## src/rtl/layered_rgb_mux.sv

```systemverilog
`default_nettype none
// ============================================================================
//  Module      : layered_rgb_mux
//  Description : Pipelined priority mux selecting one RGB pixel per cycle from
//                NUM_LAYERS drawing layers (index 0 = highest priority) over a
//                background. Adds per-layer enable, colour-key transparency,
//                frame-based blinking, a per-frame occlusion report and a
//                full-screen damage-flash tint. Latency is 2 cycles.
//
//  Ports       : clk            pixel clock
//                reset          synchronous, active-high
//                layerDR        per-layer drawing request
//                layerRGB       layer i pixel at [i*RGB_W +: RGB_W]
//                backgroundRGB  pixel used when no layer wins
//                layerEnable    quasi-static per-layer enable
//                blinkMask      layers hidden during the blink-off phase
//                startOfFrame   1-cycle pulse on the first pixel of a frame
//                flashReq       1-cycle pulse to start/restart a damage flash
//                RGBOut         final pixel
//                winnerIdx      winning layer, aligned with RGBOut
//                winnerValid    1 = a layer won, 0 = background
//                overlapFrame   occlusion report of the previous frame
//
//  Revision    : 1.0  initial release
// ============================================================================
module layered_rgb_mux #(
    parameter int               NUM_LAYERS   = 16,
    parameter int               RGB_W        = 8,
    parameter logic [RGB_W-1:0] TRANSPARENT  = 8'hFF,
    parameter int               BLINK_LOG2   = 5,
    parameter int               FLASH_FRAMES = 8,
    parameter logic [RGB_W-1:0] FLASH_COLOR  = 8'hE0
) (
    input  logic                          clk,
    input  logic                          reset,
    input  logic [NUM_LAYERS-1:0]         layerDR,
    input  logic [NUM_LAYERS*RGB_W-1:0]   layerRGB,
    input  logic [RGB_W-1:0]              backgroundRGB,
    input  logic [NUM_LAYERS-1:0]         layerEnable,
    input  logic [NUM_LAYERS-1:0]         blinkMask,
    input  logic                          startOfFrame,
    input  logic                          flashReq,
    output logic [RGB_W-1:0]              RGBOut,
    output logic [$clog2(NUM_LAYERS)-1:0] winnerIdx,
    output logic                          winnerValid,
    output logic [NUM_LAYERS-1:0]         overlapFrame
);

    localparam int         IDX_W        = $clog2(NUM_LAYERS);
    localparam logic [7:0] C_FLASH_LOAD = 8'(FLASH_FRAMES);
    localparam logic [7:0] C_FLASH_LAST = 8'd1;

    typedef enum logic [0:0] {
        ST_IDLE  = 1'b0,
        ST_FLASH = 1'b1
    } flash_state_t;

    // Frame counter / blink phase
    logic [BLINK_LOG2-1:0] r_frame_cnt_q, w_frame_cnt_d;
    logic                  w_blink_off;

    // Flash FSM
    flash_state_t          r_flash_state_q, w_flash_state_d;
    logic [7:0]            r_flash_cnt_q, w_flash_cnt_d;

    // Occlusion tracking
    logic [NUM_LAYERS-1:0] r_ov_acc_q, w_ov_acc_d;
    logic [NUM_LAYERS-1:0] r_overlap_q, w_overlap_d;

    // Pipeline stage 1 (selection) and stage 2 (tint)
    logic [RGB_W-1:0]      r_sel_rgb_q, w_sel_rgb_d;
    logic [IDX_W-1:0]      r_sel_idx_q, w_sel_idx_d;
    logic                  r_sel_valid_q, w_sel_valid_d;
    logic [RGB_W-1:0]      r_rgb_out_q, w_rgb_out_d;
    logic [IDX_W-1:0]      r_win_idx_q, w_win_idx_d;
    logic                  r_win_valid_q, w_win_valid_d;

    logic [NUM_LAYERS-1:0] w_eff;
    logic [NUM_LAYERS-1:0] w_ov_contrib;

    // The blink phase is the counter MSB, giving a 50% duty over 2^BLINK_LOG2 frames.
    assign w_blink_off = r_frame_cnt_q[BLINK_LOG2-1];

    // A layer is effectively drawing only if requested, enabled, not blinked
    // out and not showing the colour key.
    generate
        for (genvar gi = 0; gi < NUM_LAYERS; gi++) begin : g_eff
            assign w_eff[gi] = layerDR[gi] & layerEnable[gi]
                             & ~(blinkMask[gi] & w_blink_off)
                             & (layerRGB[gi*RGB_W +: RGB_W] != TRANSPARENT);
        end
    endgenerate

    // A layer is occluded when any higher-priority (lower index) layer also draws.
    generate
        for (genvar gi = 0; gi < NUM_LAYERS; gi++) begin : g_ov
            if (gi == 0) begin : g_top
                assign w_ov_contrib[gi] = 1'b0;
            end else begin : g_lower
                assign w_ov_contrib[gi] = w_eff[gi] & (|w_eff[gi-1:0]);
            end
        end
    endgenerate

    // Stage 1: priority select. Scanning downward lets the lowest index win.
    always_comb begin
        w_sel_rgb_d   = backgroundRGB;
        w_sel_idx_d   = '0;
        w_sel_valid_d = |w_eff;
        for (int i = NUM_LAYERS - 1; i >= 0; i--) begin
            if (w_eff[i]) begin
                w_sel_rgb_d = layerRGB[i*RGB_W +: RGB_W];
                w_sel_idx_d = IDX_W'(i);
            end
        end
    end

    // Stage 2: tint with the flash colour while the FSM is flashing.
    always_comb begin
        w_rgb_out_d   = r_sel_rgb_q;
        w_win_idx_d   = r_sel_idx_q;
        w_win_valid_d = r_sel_valid_q;
        if (r_flash_state_q == ST_FLASH) begin
            w_rgb_out_d = r_sel_rgb_q | FLASH_COLOR;
        end
    end

    // Frame counter and occlusion accumulator. The startOfFrame pixel already
    // belongs to the new frame, so its contribution seeds the fresh accumulator.
    always_comb begin
        w_frame_cnt_d = r_frame_cnt_q;
        w_ov_acc_d    = r_ov_acc_q | w_ov_contrib;
        w_overlap_d   = r_overlap_q;
        if (startOfFrame) begin
            w_frame_cnt_d = r_frame_cnt_q + 1'b1;
            w_overlap_d   = r_ov_acc_q;
            w_ov_acc_d    = w_ov_contrib;
        end
    end

    // Flash FSM: a request always (re)loads the full duration, taking
    // precedence over a coincident frame-boundary decrement.
    always_comb begin
        w_flash_state_d = r_flash_state_q;
        w_flash_cnt_d   = r_flash_cnt_q;
        case (r_flash_state_q)
            ST_IDLE: begin
                if (flashReq) begin
                    w_flash_state_d = ST_FLASH;
                    w_flash_cnt_d   = C_FLASH_LOAD;
                end
            end
            ST_FLASH: begin
                if (flashReq) begin
                    w_flash_cnt_d = C_FLASH_LOAD;
                end else if (startOfFrame) begin
                    if (r_flash_cnt_q == C_FLASH_LAST) begin
                        w_flash_state_d = ST_IDLE;
                        w_flash_cnt_d   = '0;
                    end else begin
                        w_flash_cnt_d = r_flash_cnt_q - 1'b1;
                    end
                end
            end
            default: begin
                w_flash_state_d = ST_IDLE;
                w_flash_cnt_d   = '0;
            end
        endcase
    end

    always_ff @(posedge clk) begin
        if (reset) begin
            r_frame_cnt_q   <= '0;
            r_flash_state_q <= ST_IDLE;
            r_flash_cnt_q   <= '0;
            r_ov_acc_q      <= '0;
            r_overlap_q     <= '0;
            r_sel_rgb_q     <= '0;
            r_sel_idx_q     <= '0;
            r_sel_valid_q   <= 1'b0;
            r_rgb_out_q     <= '0;
            r_win_idx_q     <= '0;
            r_win_valid_q   <= 1'b0;
        end else begin
            r_frame_cnt_q   <= w_frame_cnt_d;
            r_flash_state_q <= w_flash_state_d;
            r_flash_cnt_q   <= w_flash_cnt_d;
            r_ov_acc_q      <= w_ov_acc_d;
            r_overlap_q     <= w_overlap_d;
            r_sel_rgb_q     <= w_sel_rgb_d;
            r_sel_idx_q     <= w_sel_idx_d;
            r_sel_valid_q   <= w_sel_valid_d;
            r_rgb_out_q     <= w_rgb_out_d;
            r_win_idx_q     <= w_win_idx_d;
            r_win_valid_q   <= w_win_valid_d;
        end
    end

    assign RGBOut       = r_rgb_out_q;
    assign winnerIdx    = r_win_idx_q;
    assign winnerValid  = r_win_valid_q;
    assign overlapFrame = r_overlap_q;

endmodule
`default_nettype wire

```

## config.mk

```make
export PLATFORM = sky130hd
export DESIGN_NAME = layered_rgb_mux
export DESIGN_NICKNAME = d
export VERILOG_FILES = /design/src/rtl/layered_rgb_mux.sv
export SDC_FILE = /design/constraint.sdc
export NUM_CORES = 1
export LEC_CHECK = 0
export CAP_MARGIN = 40
export CORE_MARGIN = 5
export CORE_UTILIZATION = 45
export DETAILED_ROUTE_END_ITERATION = 16
export PLACE_DENSITY = 0.95
export SLEW_MARGIN = 20
export SYNTH_ARGS = -nofsm -noshare
export SYNTH_HDL_FRONTEND = slang
export SYNTH_SLANG_ARGS = --single-unit
```

## constraint.sdc

```tcl
create_clock -name clk -period 4.3 [get_ports clk]
set_input_delay 0.645 -clock clk [delete_from_list [all_inputs] [get_ports clk]]
set_output_delay 0.645 -clock clk [all_outputs]
set_load 0.02 [all_outputs]
```

# Word level (Yosys, flattened, before mapping)
# Index checks and enable logic that the tools add are counted.
# totals
reg_bits	72
input_bits	188
out_inout_bits	29
wordCells	197
# classes
n_reduce_logical	21
bitwise	97
eq_ne	19
add_sub_neg	2
mux	43
# ops
cell	n
8-bit two-way mux	21
8-bit != test, second input constant	16
1-bit AND	79
4-bit two-way mux	8
9-bit OR reduction	2
1-bit inverter	17
16-bit two-way mux	1
16-bit bitwise OR	1
8-bit case mux with 2 select lines	1
16-bit OR reduction	1
15-bit OR reduction	1
14-bit OR reduction	1
13-bit OR reduction	1
3-bit two-way mux	4
12-bit OR reduction	1
11-bit OR reduction	1
10-bit OR reduction	1
5-bit OR reduction	2
8-bit by 1-bit equality test with 1-bit output, second input constant	1
8-bit OR reduction	1
8-bit by 1-bit subtractor with 8-bit output, second input constant	1
7-bit OR reduction	1
2-bit OR reduction	3
3-bit OR reduction	2
9 further kinds	14

# Depth between registers and ports, before layout
# Gate-level depths: netlist of the first run.
# depth
depth_word	20
mapped_depth	10
mapped_depth_nobuf	7

# Least setup slack after synthesis of the first run
# No wires, ideal clock.
# synth_path
path_kind	in2reg
startpoint	in layerRGB[126]
endpoint	reg r_sel_rgb_q[6]
slack_ps	2115
stages	7
setup_time_ps	122
required_time_ps	4178
t_arrival_ps	2063
n_path_buf	0
path_cell_list	nand4_1 > nor3_4 > nor2_2 > mux2_4 > o21ai_2 > o2111ai_1 > a311o_1
# synth_between
elab_chain_cells	18
# synth_lines
item	line_no	rtl
from (decl)	37	input logic [NUM_LAYERS*RGB_W-1:0] layerRGB,
8-bit != test	90	& (layerRGB[gi*RGB_W +: RGB_W] != TRANSPARENT);
1-bit AND	90	
8-bit two-way mux (*) (16 in a row)	111	if (w_eff[i]) begin
to (signal assigned)	191	r_sel_rgb_q <= w_sel_rgb_d;
to (decl)	71	logic [RGB_W-1:0] r_sel_rgb_q, w_sel_rgb_d;
# Mark *: on every way between the ends. The rest lies on a longest branch, timed or not.
# A chain may end at the register's enable or synchronous reset.

# Worst setup path in the final report of the first run
# layout_path
startpoint	in layerRGB[5]
endpoint	reg r_ov_acc_q[11]
# layout_between
elab_chain_cells	6
# layout_lines
item	line_no	rtl
8-bit != test (*)	90	
1-bit AND (*)	90	
11-bit OR reduction (*)	100	assign w_ov_contrib[gi] = w_eff[gi] & (|w_eff[gi-1:0]);
1-bit AND (*)	100	
16-bit bitwise OR	132	w_ov_acc_d = r_ov_acc_q | w_ov_contrib;
16-bit two-way mux (*)	134	if (startOfFrame) begin
to (signal assigned)	189	r_ov_acc_q <= w_ov_acc_d;
to (decl)	67	logic [NUM_LAYERS-1:0] r_ov_acc_q, w_ov_acc_d;
# Marks and branches as above.

==> impl_metrics.env, run 1 <==
export IMPL_syn_inst=609
export IMPL_fin_hold_ws_ns=0.4442
export IMPL_io_buffers=215
export IMPL_grt_use_met3=0.05707
export IMPL_antenna_found_initial=0
export IMPL_final_common_cell="clkdlybuf4s50_1"
export IMPL_synth_warnings=0
export IMPL_fin_total_pwr_mw=1.787
export IMPL_min_period_ns=3.003
export IMPL_grt_first_pass_wirelength_microns=29100
export IMPL_syn_area_per_cell_sq_um=7.624
export IMPL_drc_errors=0
export IMPL_postCtsSetupBuffers=0
export IMPL_die_w_microns=111.6
export IMPL_grtUsageTotal=0.2853
export IMPL_final_util=0.6909
export IMPL_max_slew_margin=0.4229
export IMPL_multi_input_area_sq_mm=0.003027
export IMPL_max_freq_mhz=333.0
export IMPL_gp_congestion=0.9943
export IMPL_hold_violations=0
export IMPL_initial_utilization=0.4559
export IMPL_ctsRootBufferMaster="clkbuf_8"
export IMPL_cp_end_kind="register"
export IMPL_gr_total_overflow=0
export IMPL_grtUsageMet1=0.3440
export IMPL_worst_skew_pair_late_latency_ns=0.35
export IMPL_coreArea_sq_mm=0.01018
export IMPL_synth_cell_types=74
export IMPL_nFillCells=798
export IMPL_fin_crit_sh=0.6983
export IMPL_use_met2=0.4994
export IMPL_cp_max_fo=11
export IMPL_hold_path_class="reg2reg"
export IMPL_cts_resized=0
export IMPL_wire_per_inst_microns=20.05
export IMPL_outcome="complete, no violations"
export IMPL_mostFrequentLayoutCells="clkdlybuf4s50_1, nor2_1, dfxtp_1, nand2_1, a21oi_1"
export IMPL_grt_pass1_vias=5854
export IMPL_synth_edff_count=0
export IMPL_vias=5910
export IMPL_cp_required_ns=4.50
export IMPL_drt_iter0_drc=596
export IMPL_die_h_microns=111.6
export IMPL_pre_cts_slack_ns=0.9935
export IMPL_powerDensity_mw_per_mm2=254.0
export IMPL_skew_ns=0.008553
export IMPL_netlist_area_sq_mm=0.004643
export IMPL_nNetsFinal=1000
export IMPL_drive_gt1_frac=0.06020
export IMPL_tns_ns=0
export IMPL_ir_drop_mv=0.1981
export IMPL_async_flop_share=0
export IMPL_ys_ff_latch=70
export IMPL_via_per_inst=6.221
export IMPL_rsz0062_at_grt="false"
export IMPL_synthToLayoutAreaGrowth_pct=51.55
export IMPL_die_area_sq_mm=0.01245
export IMPL_grt_max_degree=69
export IMPL_wl_microns=19040
export IMPL_seq_area_frac_synth=0.3018
export IMPL_cts_clk_slew_worst_paths_ns=0.07
export IMPL_hpwlAfterDp_microns=15750
export IMPL_cp_start_kind="primary input"
export IMPL_ios=217
export IMPL_busiest_layer="met2"
export IMPL_antenna_cells=0
export IMPL_tightest_slew_ns=0.8657
export IMPL_htree_levels=3
export IMPL_setup_viol=0
export IMPL_synthFlopType="dfxtp_1"
export IMPL_worstPathArrival_ns=3.21
export IMPL_slew_viol_final=0
export IMPL_leakage_nw=2.496
export IMPL_cts_sinks=70
export IMPL_first_pass_iters=6
export IMPL_ant_nets=0
export IMPL_setup_ws_ns=1.297
export IMPL_critical_path_class="in2reg"
export IMPL_max_cap_violations=0
export IMPL_hold_buffers=0
export IMPL_syn_nets=800
export IMPL_clock_path_buffers=2
export IMPL_cts_tree="yes"
export IMPL_rows=37
export IMPL_cts_made_buffers=9
export IMPL_regArea_sq_mm=0.001401
critical path, cell delays in order:
cell and delay [ns]:
clkdlybuf4s50_1 0.52, nand4_1 0.13, o2111ai_1 0.63, o2111ai_1 0.33
nor3_2 0.30, nand2_1 0.18, o31ai_1 0.35, a21oi_1 0.11
per-stage QoR:
| stage | cells | instance area, sq um |
|---|---|---|
| CTS | 950 | 7037 |
| detailed placement | 934 | 6828 |
| global route | 950 | 7037 |
| floorplan | 609 | 4643 |
| finish | 950 | 7037 |
| global placement | 932 | 6809 |
final timing paths:
kind	start	to	slack, ns	cells after the start
max	layerRGB[5]	r_ov_acc_q[11]	1.30	8
min	r_sel_rgb_q[2]	RGBOut[2]	0.44	1
max reg2reg	r_frame_cnt_q[4]	r_sel_rgb_q[7]	1.57	8
min reg2reg	r_sel_rgb_q[2]	RGBOut[2]	0.44	1
where the power goes:
group	internal, mW	switching (mW)
sequential	0.687	0.0194
clock	0.298	0.241
combinational	0.280	0.263
sequential cells by signal (all words and copies together) (netlist names):
name,cells
overlapFrame,15
RGBOut,8
winnerIdx,4
winnerValid,1
r_ov_acc_q,15
r_sel_valid_q,1
r_sel_rgb_q,8
r_flash_cnt_q,8
r_sel_idx_q,4
r_flash_state_q,1
r_frame_cnt_q,5
cell families after synthesis:
kind of cell             synth area share
AO/OA/AOI/OAI                      0.3072
XOR/XNOR                         0.009433
adder cells (fa/ha/maj)          0.008085
buffers and inverters             0.04634
flip-flops                         0.3018
multiplexers                      0.03772
other                           0.0008076
AND/OR/NAND/NOR                    0.2886
cell type report:
type / instances / share of cell area
Multi-Input combinational cell: 497 / 0.4301
Timing Repair Buffer: 220 / 0.3110
Sequential cell: 70 / 0.1991
Tap cell: 136 / 0.02418
Clock buffer: 11 / 0.02151
Clock inverter: 5 / 0.008179
Inverter: 11 / 0.005868
per-layer routing:
metal	vias to the layer above	share of wire
li1	2753	-
met1	2690	0.38
met5	-	0
met4	0	0.036
met3	62	0.092
met2	405	0.49
cell usage after synthesis, types with 3 or more instances:
master     number  area [sq um]
o32ai_1         3         26.28
nand4_1        28         175.2
a311oi_1        6         52.55
o21a_1          5         37.54
o21ai_0        41         205.2
o211ai_1        8         60.06
buf_2           7         35.03
o2bb2ai_1       3         26.28
nor3_1         18         90.09
a31oi_1        11         68.82
nand3_2         3         30.03
nand2_1        46         172.7
a211oi_1        8         60.06
and3_1          5         31.28
a21oi_1        43         215.2
a221oi_1       13         113.9
ha_1            3         37.54
a22oi_1         6         45.04
buf_1           4         15.01
xor2_1          3         26.28
buf_6           4         45.04
mux2i_1        16         160.2
and2_1          3         18.77
inv_1          11         41.29
clkbuf_1       12         45.04
nor3_2          3         30.03
o22ai_1         9         56.30
o2111a_1        4         45.04
o2111ai_1      11         96.34
or3_1           7         43.79
and4_1          4         35.03
nand3_1        32         160.2
o221a_2         3         33.78
dfxtp_1        70          1401
nor2b_1        10         62.56
a2bb2oi_1       4         35.03
o221ai_1        5         43.79
nor2_1         90         337.8
a221o_1         3         30.03
Note: power is estimated with default switching activity, not from simulation.
==> run 2: changes to the inputs <==
Settings changed: CORE_UTILIZATION 45 to 38, PLACE_DENSITY 0.95 to 0.86.
Clock period 4.3 ns to 2.68 ns, I/O delays scaled along.
==> impl_metrics.env, run 2 (synthesized netlist as in run 1, its figures left out) <==
export IMPL_cts_tree="yes"
export IMPL_die_w_microns=120.5
export IMPL_initial_utilization=0.3866
export IMPL_grtUsageTotal=0.2476
export IMPL_powerDensity_mw_per_mm2=451.4
export IMPL_use_met2=0.4181
export IMPL_rsz0062_at_grt="false"
export IMPL_die_area_sq_mm=0.01453
export IMPL_fin_total_pwr_mw=3.397
export IMPL_hold_violations=0
export IMPL_worstPathArrival_ns=2.76
export IMPL_mostFrequentLayoutCells="clkdlybuf4s50_1, nor2_1, dfxtp_1, buf_4, nand2_1"
export IMPL_min_period_ns=2.572
export IMPL_max_cap_violations=0
export IMPL_antenna_found_initial=0
export IMPL_die_h_microns=120.5
export IMPL_drc_errors=0
export IMPL_critical_path_class="reg2reg"
export IMPL_drive_gt1_frac=0.1084
export IMPL_busiest_layer="met2"
export IMPL_ir_drop_mv=0.3410
export IMPL_antenna_cells=0
export IMPL_grt_max_degree=32
export IMPL_wl_microns=18760
export IMPL_skew_ns=0.006858
export IMPL_nNetsFinal=1044
export IMPL_grt_pass1_vias=5818
export IMPL_grt_first_pass_wirelength_microns=28970
export IMPL_leakage_nw=2.780
export IMPL_coreArea_sq_mm=0.01201
export IMPL_rows=40
export IMPL_cp_start_kind="register"
export IMPL_drt_iter0_drc=605
export IMPL_cts_made_buffers=9
export IMPL_grtUsageMet1=0.3079
export IMPL_outcome="complete, no violations"
export IMPL_postCtsSetupBuffers=0
export IMPL_via_per_inst=5.933
export IMPL_worstHoldEndpoint="overlapFrame[7]"
export IMPL_ios=217
export IMPL_ant_nets=0
export IMPL_gr_total_overflow=0
export IMPL_gp_congestion=1.024
export IMPL_cts_sinks=70
export IMPL_tns_ns=0
export IMPL_io_buffers=215
export IMPL_rr_endpoint="r_sel_rgb_q[7]"
export IMPL_hold_depth=2
export IMPL_first_pass_iters=6
export IMPL_r2r_start="r_frame_cnt_q[4]"
export IMPL_max_slew_margin=0.4883
export IMPL_hold_path_class="in2reg"
export IMPL_max_freq_mhz=388.8
export IMPL_clock_path_buffers=2
export IMPL_hold_buffers=0
export IMPL_cts_resized=0
export IMPL_cp_required_ns=2.87
export IMPL_cts_clk_slew_worst_paths_ns=0.05
export IMPL_final_common_cell="clkdlybuf4s50_1"
export IMPL_nFillCells=1032
export IMPL_synthToLayoutAreaGrowth_pct=62.09
export IMPL_htree_levels=3
export IMPL_fin_crit_sh=0.9598
export IMPL_r2r_cells=8
export IMPL_grt_use_met3=0.05987
export IMPL_min_from="reset"
export IMPL_hpwlAfterDp_microns=15540
export IMPL_wire_per_inst_microns=18.66
export IMPL_slew_viol_final=0
export IMPL_vias=5963
export IMPL_setup_viol=0
export IMPL_cp_max_fo=11
export IMPL_tightest_slew_ns=0.7676
export IMPL_ctsRootBufferMaster="clkbuf_16"
export IMPL_cp_end_kind="register"
export IMPL_r2r_setup_slack_ns=0.11
export IMPL_worst_skew_pair_late_latency_ns=0.33
==> run 2: cell types whose count changed in the layout (fill, tap and decap cells not counted), sizes merged <==
cell      previous run  this run
clkinv               1         2
inv                 11        12
clkbuf              11         9
bufinv               1         3
clkinvlp             3         1
buf                  6        50
==> run 2: stage by stage <==
stage	std cells	area (sq um)	hold WS, ns	worst slack, ns	util
finish	1005	7526	0.4299	0.1078	0.6266
global route	1005	7526	0.4325	0.02880	0.6266
CTS	1005	7526	0.4253	0.1658	0.6266
detailed placement	989	7181	0.4204	-0.06452	0.5978
global placement	989	7181	0.4176	-0.1014	0.5978
floorplan	609	4643	0.4114	0.7382	-
==> run 2: power by group <==
group	switching, mW	total, mW	internal (mW)
clock network	0.441	1.35	0.911
registers	0.0312	1.13	1.10
logic	0.422	0.911	0.489
total	0.895	3.40	2.50
==> run 2: final cells by class <==
class	count	area, sq um	share of cell area
clock buffers	9	225.2	0.02993
clock inverters	7	120.1	0.01596
inverters	11	41.29	0.005486
multi-input cells	497	3027	0.4022
flip-flops and latches	70	1401	0.1862
well taps	147	183.9	0.02444
repair buffers	264	2527	0.3358
==> run 2: worst max-delay path by stage <==
stage	startpoint	to	slack, ns	cells after the start
finish	r_frame_cnt_q[4]	r_sel_rgb_q[7]	0.11	8
global route	r_frame_cnt_q[4]	r_sel_rgb_q[5]	0.03	8
CTS	r_frame_cnt_q[4]	r_sel_rgb_q[7]	0.17	8
detailed placement	layerRGB[94]	r_sel_rgb_q[7]	-0.06	8
global placement	layerRGB[94]	r_sel_rgb_q[7]	-0.10	8
floorplan	layerRGB[126]	r_sel_rgb_q[6]	0.74	7
==> run 2: routing by layer <==
layer / vias up / part of all wire / routed length, microns
li1: 2849 / - / -
met1: 2707 / 0.39 / 7383
met2: 361 / 0.48 / 9049
met3: 46 / 0.095 / 1783
met4: 0 / 0.029 / 540
met5: - / 0 / 0
==> run 2: critical path, cell delays in order, from the launching register on <==
cell and delay (ns):
dfxtp_1 0.65, buf_12 0.21, nand2_1 0.09, o2111a_1 0.17, a31o_2 0.22, a31oi_1 0.22, o211ai_2 0.12, a2111oi_1 0.57
o22ai_1 0.17
==> run 3: changes to the inputs <==
Settings changed: CORE_MARGIN 5 to 2, PLACE_DENSITY 0.86 to 0.75.
==> impl_metrics.env, run 3 (synthesized netlist as in run 1, its figures left out) <==
export IMPL_nNetsFinal=1056
export IMPL_cp_required_ns=2.88
export IMPL_wire_per_inst_microns=19.09
export IMPL_final_common_cell="clkdlybuf4s50_1"
export IMPL_pwr_share_seq=0.356
export IMPL_antenna_cells=0
export IMPL_ios=217
export IMPL_gp_congestion=1.028
export IMPL_tns_ns=0
export IMPL_stdcell_area_sq_mm=0.007545
export IMPL_max_cap_violations=0
export IMPL_coreArea_sq_mm=0.01196
export IMPL_r2r_setup_slack_ns=0.25
export IMPL_hold_violations=0
export IMPL_r2r_cells=9
export IMPL_clock_path_buffers=2
export IMPL_htree_levels=3
export IMPL_hold_path_class="reg2reg"
export IMPL_swShare=0.2975
export IMPL_drt_iter0_drc=562
export IMPL_setup_viol=0
export IMPL_max_slew_margin=0.4383
export IMPL_r2r_start="r_frame_cnt_q[4]"
export IMPL_min_from="r_sel_rgb_q[4]"
export IMPL_initial_utilization=0.3882
export IMPL_gr_total_overflow=0
export IMPL_die_area_sq_mm=0.01312
export IMPL_busiest_layer="met2"
export IMPL_slew_viol_final=0
export IMPL_hold_depth=1
export IMPL_rsz0062_at_grt="false"
export IMPL_grt_max_degree=56
export IMPL_hpwlAfterDp_microns=16090
export IMPL_grtUsageMet1=0.3685
export IMPL_vias=6056
export IMPL_die_w_microns=114.5
export IMPL_min_period_ns=2.485
export IMPL_antenna_found_initial=0
export IMPL_pwr_share_comb=0.295
export IMPL_io_buffers=215
export IMPL_cts_tree="yes"
export IMPL_tightest_slew_ns=0.8426
export IMPL_rows=40
export IMPL_ir_drop_mv=0.2417
export IMPL_switching_power_mw=0.9504
export IMPL_p_clk_frac=0.349
export IMPL_use_met2=0.5053
export IMPL_mostFrequentLayoutCells="clkdlybuf4s50_1, nor2_1, dfxtp_1, buf_4, nand2_1"
export IMPL_cp_start_kind="primary input"
export IMPL_outcome="complete, no violations"
export IMPL_leakage_nw=2.811
export IMPL_cp_end_kind="register"
export IMPL_critical_path_class="in2reg"
export IMPL_max_freq_mhz=402.4
export IMPL_place_area_sq_mm=0.007251
export IMPL_first_pass_iters=6
export IMPL_powerDensity_mw_per_mm2=423.4
export IMPL_cp_max_fo=5
export IMPL_cp_startpoint="layerRGB[25]"
export IMPL_die_h_microns=114.5
export IMPL_wl_microns=19410
export IMPL_synthToLayoutAreaGrowth_pct=62.49
export IMPL_via_per_inst=5.955
export IMPL_grtUsageTotal=0.2900
export IMPL_worstHoldEndpoint="RGBOut[4]"
export IMPL_fin_crit_sh=0.9273
export IMPL_cts_made_buffers=9
export IMPL_cts_sinks=70
export IMPL_grt_first_pass_wirelength_microns=30040
export IMPL_p_int_mw=2.244
export IMPL_ant_nets=0
export IMPL_drc_errors=0
export IMPL_grt_pass1_vias=5829
export IMPL_rr_endpoint="r_sel_rgb_q[7]"
export IMPL_skew_ns=0.006311
export IMPL_hold_buffers=0
export IMPL_drive_gt1_frac=0.1218
export IMPL_worst_skew_pair_late_latency_ns=0.33
export IMPL_worstPathArrival_ns=2.69
export IMPL_ctsRootBufferMaster="clkbuf_16"
export IMPL_grt_use_met3=0.03441
export IMPL_cts_clk_slew_worst_paths_ns=0.06
export IMPL_nFillCells=1081
## run 3: worst max path at each step
stage / endpoint / slack [ns] / depth (start not counted)
final: r_sel_rgb_q[3] / 0.19 / 9
after global routing: r_ov_acc_q[11] / 0.005 / 8
after CTS: r_sel_rgb_q[7] / 0.09 / 9
after detailed placement: r_sel_rgb_q[7] / -0.21 / 9
after global placement: r_sel_rgb_q[7] / -0.21 / 9
after floorplan: r_sel_rgb_q[6] / 0.74 / 7
## run 3: final cells by class
type,instances,area (sq um),area share
clock buffer,9,225.2,0.02985
multi-input combinational,497,3032,0.4018
sequential,70,1401,0.1857
tap,147,183.9,0.02438
inverter,11,41.29,0.005473
clock inverter,7,58.81,0.007794
timing repair buffer,276,2603,0.3449
## run 3: power by group through the flow
stage	Clock, mW	Combinational [mW]	Sequential (mW)
after floorplan	0	0.362	1.17
after detailed placement	0	0.922	1.16
after global placement	0	0.919	1.16
after global routing	1.17	1.01	1.14
after CTS	1.13	0.927	1.14
final	1.11	0.942	1.14
## run 3: critical path: stages
cell and delay (ns):
clkdlybuf4s50_1 0.50, nand4_1 0.19, o2111ai_1 0.42, nor2_1 0.14
buf_4 0.18, a221oi_1 0.30, nor2_1 0.09, a21oi_1 0.35
o22ai_1 0.12
## run 3: timing repair
action | 4_1_cts | 5_1_grt
resized for setup | 0 | 1
endpoints found under the setup margin | 0 | 1
buffers inserted | 0 | 0
## run 3: metrics by stage
step                      cells  setup WS, ns  total power, mW  hold slack (ns)    util
after floorplan             609        0.7382            1.532           0.4114       -
final                      1017        0.1950            3.194           0.4346  0.6308
after global placement     1000       -0.2143            2.077           0.4185  0.6062
after detailed placement   1000       -0.2094            2.081           0.4247  0.6062
after global routing       1017      0.005447            3.325           0.4560  0.6308
after CTS                  1016       0.09108            3.191           0.4348  0.6299
## run 3: metal layers
| metal | up-vias | routed length, microns | share of wire |
|---|---|---|---|
| met4 | 0 | 483 | 0.025 |
| met2 | 297 | 9483 | 0.49 |
| met5 | - | 0 | 0 |
| li1 | 2873 | - | - |
| met3 | 41 | 1266 | 0.065 |
| met1 | 2845 | 8178 | 0.42 |
==> RTL edit, RTL diff (flow settings as in run 2) <==
Register the output `RGBOut` once more, without a reset; this adds one clock of latency there. The other outputs are not delayed to match.
--- a/src/rtl/layered_rgb_mux.sv
+++ b/src/rtl/layered_rgb_mux.sv
@@ -199,3 +199,5 @@
 
-    assign RGBOut       = r_rgb_out_q;
+    always_ff @(posedge clk) begin
+        RGBOut <= r_rgb_out_q;
+    end
     assign winnerIdx    = r_win_idx_q;
Function: changed (Yosys sat finds a counterexample within 4 cycles, from zero or initial values and one cycle with reset high).
==> RTL edit against run 2 <==
Sequential share of layout area up 1.6 points; area after synthesis shrank 2.1%; core utilization grew 2.5 points; power increased by 8.1%; largest cell class unchanged; routed wire length rose by 0.47%; design area grew 2.6%; sequential cell count increased by 8; count of clock-buffer cells in the layout up 1; worst setup slack lost 12 ps; die area shrank 1.9%; critical path depth rose by 3; combinational power rose by 2%; clock skew down 1.7 ps.
==> RTL edit: results (changes against run 2) <==
[timing]
skew_ps=5.160  ; -1.699 ps

[layout]
drive_gt1_frac=0.1246  ; +0.01617
fillers=964  ; -6.6%

[detailed_routing]
first_pass_iters=5  ; -1
drtIter0Drc=585  ; -3.3%
via_per_inst=5.731  ; -3.4%
drt-total-wl_um=18850  ; +0.47%
dr_wl_met3_um=1474  ; -17%

[critical_path]
r2r_slack_ps=250  ; +140 ps
cpPeakStageDelay_ps=490  ; -160 ps
crit_start=layerRGB[123]

[logic_synthesis]
synth_compound_area_frac=0.2940  ; -0.01322
synth_fp_nets=768  ; -4.0%
ys_top_cells_by_count=95 x nor2_1, 78 x dfxtp_1, 49 x nand2_1, 40 x a21oi_1, 32 x nand4_1
synth_area_leaders=dfxtp_1 34%, nor2_1 7.8%, mux2i_1 4.8%
synth_xor_area_frac=0.009634  ; +0.0002025
ys_seq_area_frac=0.3435  ; +0.04171
synthMuxAreaShare=0.05340  ; +0.01567
ys_types=54  ; -27%

[global_route]
grt_pass1_wl_um=29030  ; +0.19%
grt_pass1_vias=5748  ; -1.2%
grt_max_degree=62  ; +94%

[placement]
dp_hpwl_um=15220  ; -2.0%
postPlaceCellArea_mm2=0.007346  ; +2.3%

[power]
p_leak_nw=2.966  ; +6.7%
vdd_drop_max_uv=299.5  ; -12%

[status]
status=completed

-- RTL edit: changes by cell type after synthesis, sizes merged, moves of 9 or more --
cell | run 2 | this run
nand3 | 35 | 15
o21ai | 42 | 29
a221oi | 13 | 2
a22oi | 6 | 16
buf | 17 | 8
o211ai | 9 | 0
-- RTL edit: layout make-up --
class / count / area, um^2 / area share
multi-input combinational: 466 / 2851 / 0.3691
clock buffer: 10 / 239.0 / 0.03094
timing repair buffer: 290 / 2723 / 0.3524
sequential: 78 / 1562 / 0.2021
tap: 147 / 183.9 / 0.02381
clock inverter: 6 / 132.6 / 0.01717
inverter: 9 / 33.78 / 0.004373
-- RTL edit: how the worst min path moves through the flow --
stage,start,end,slack [ps],cells after the start
after floorplan,r_rgb_out_q[0]$_SDFF_PP0_,RGBOut[0]$_DFF_P_,310,0
after global placement,r_rgb_out_q[3]$_SDFF_PP0_,RGBOut[3]$_DFF_P_,310,0
after detailed placement,r_rgb_out_q[7]$_SDFF_PP0_,RGBOut[7]$_DFF_P_,310,0
after CTS,r_rgb_out_q[6]$_SDFF_PP0_,RGBOut[6]$_DFF_P_,330,0
after global routing,r_rgb_out_q[7]$_SDFF_PP0_,RGBOut[7]$_DFF_P_,330,0
final,r_rgb_out_q[6]$_SDFF_PP0_,RGBOut[6]$_DFF_P_,320,0
-- RTL edit: power breakdown --
part           internal (W)  switching, W
clock network       0.00103      0.000457
registers           0.00123     0.0000359
logic              0.000509      0.000417
-- RTL edit: stage by stage --
step | worst slack, ps | hold slack [ps] | power [W]
after floorplan | 498.5 | 309.6 | 0.001636
after global placement | -183.5 | 311.1 | 0.002176
after detailed placement | -183.4 | 312.8 | 0.002189
after CTS | 119.2 | 325.4 | 0.003672
after global routing | 5.864 | 332.7 | 0.003809
final | 95.66 | 323.8 | 0.003674
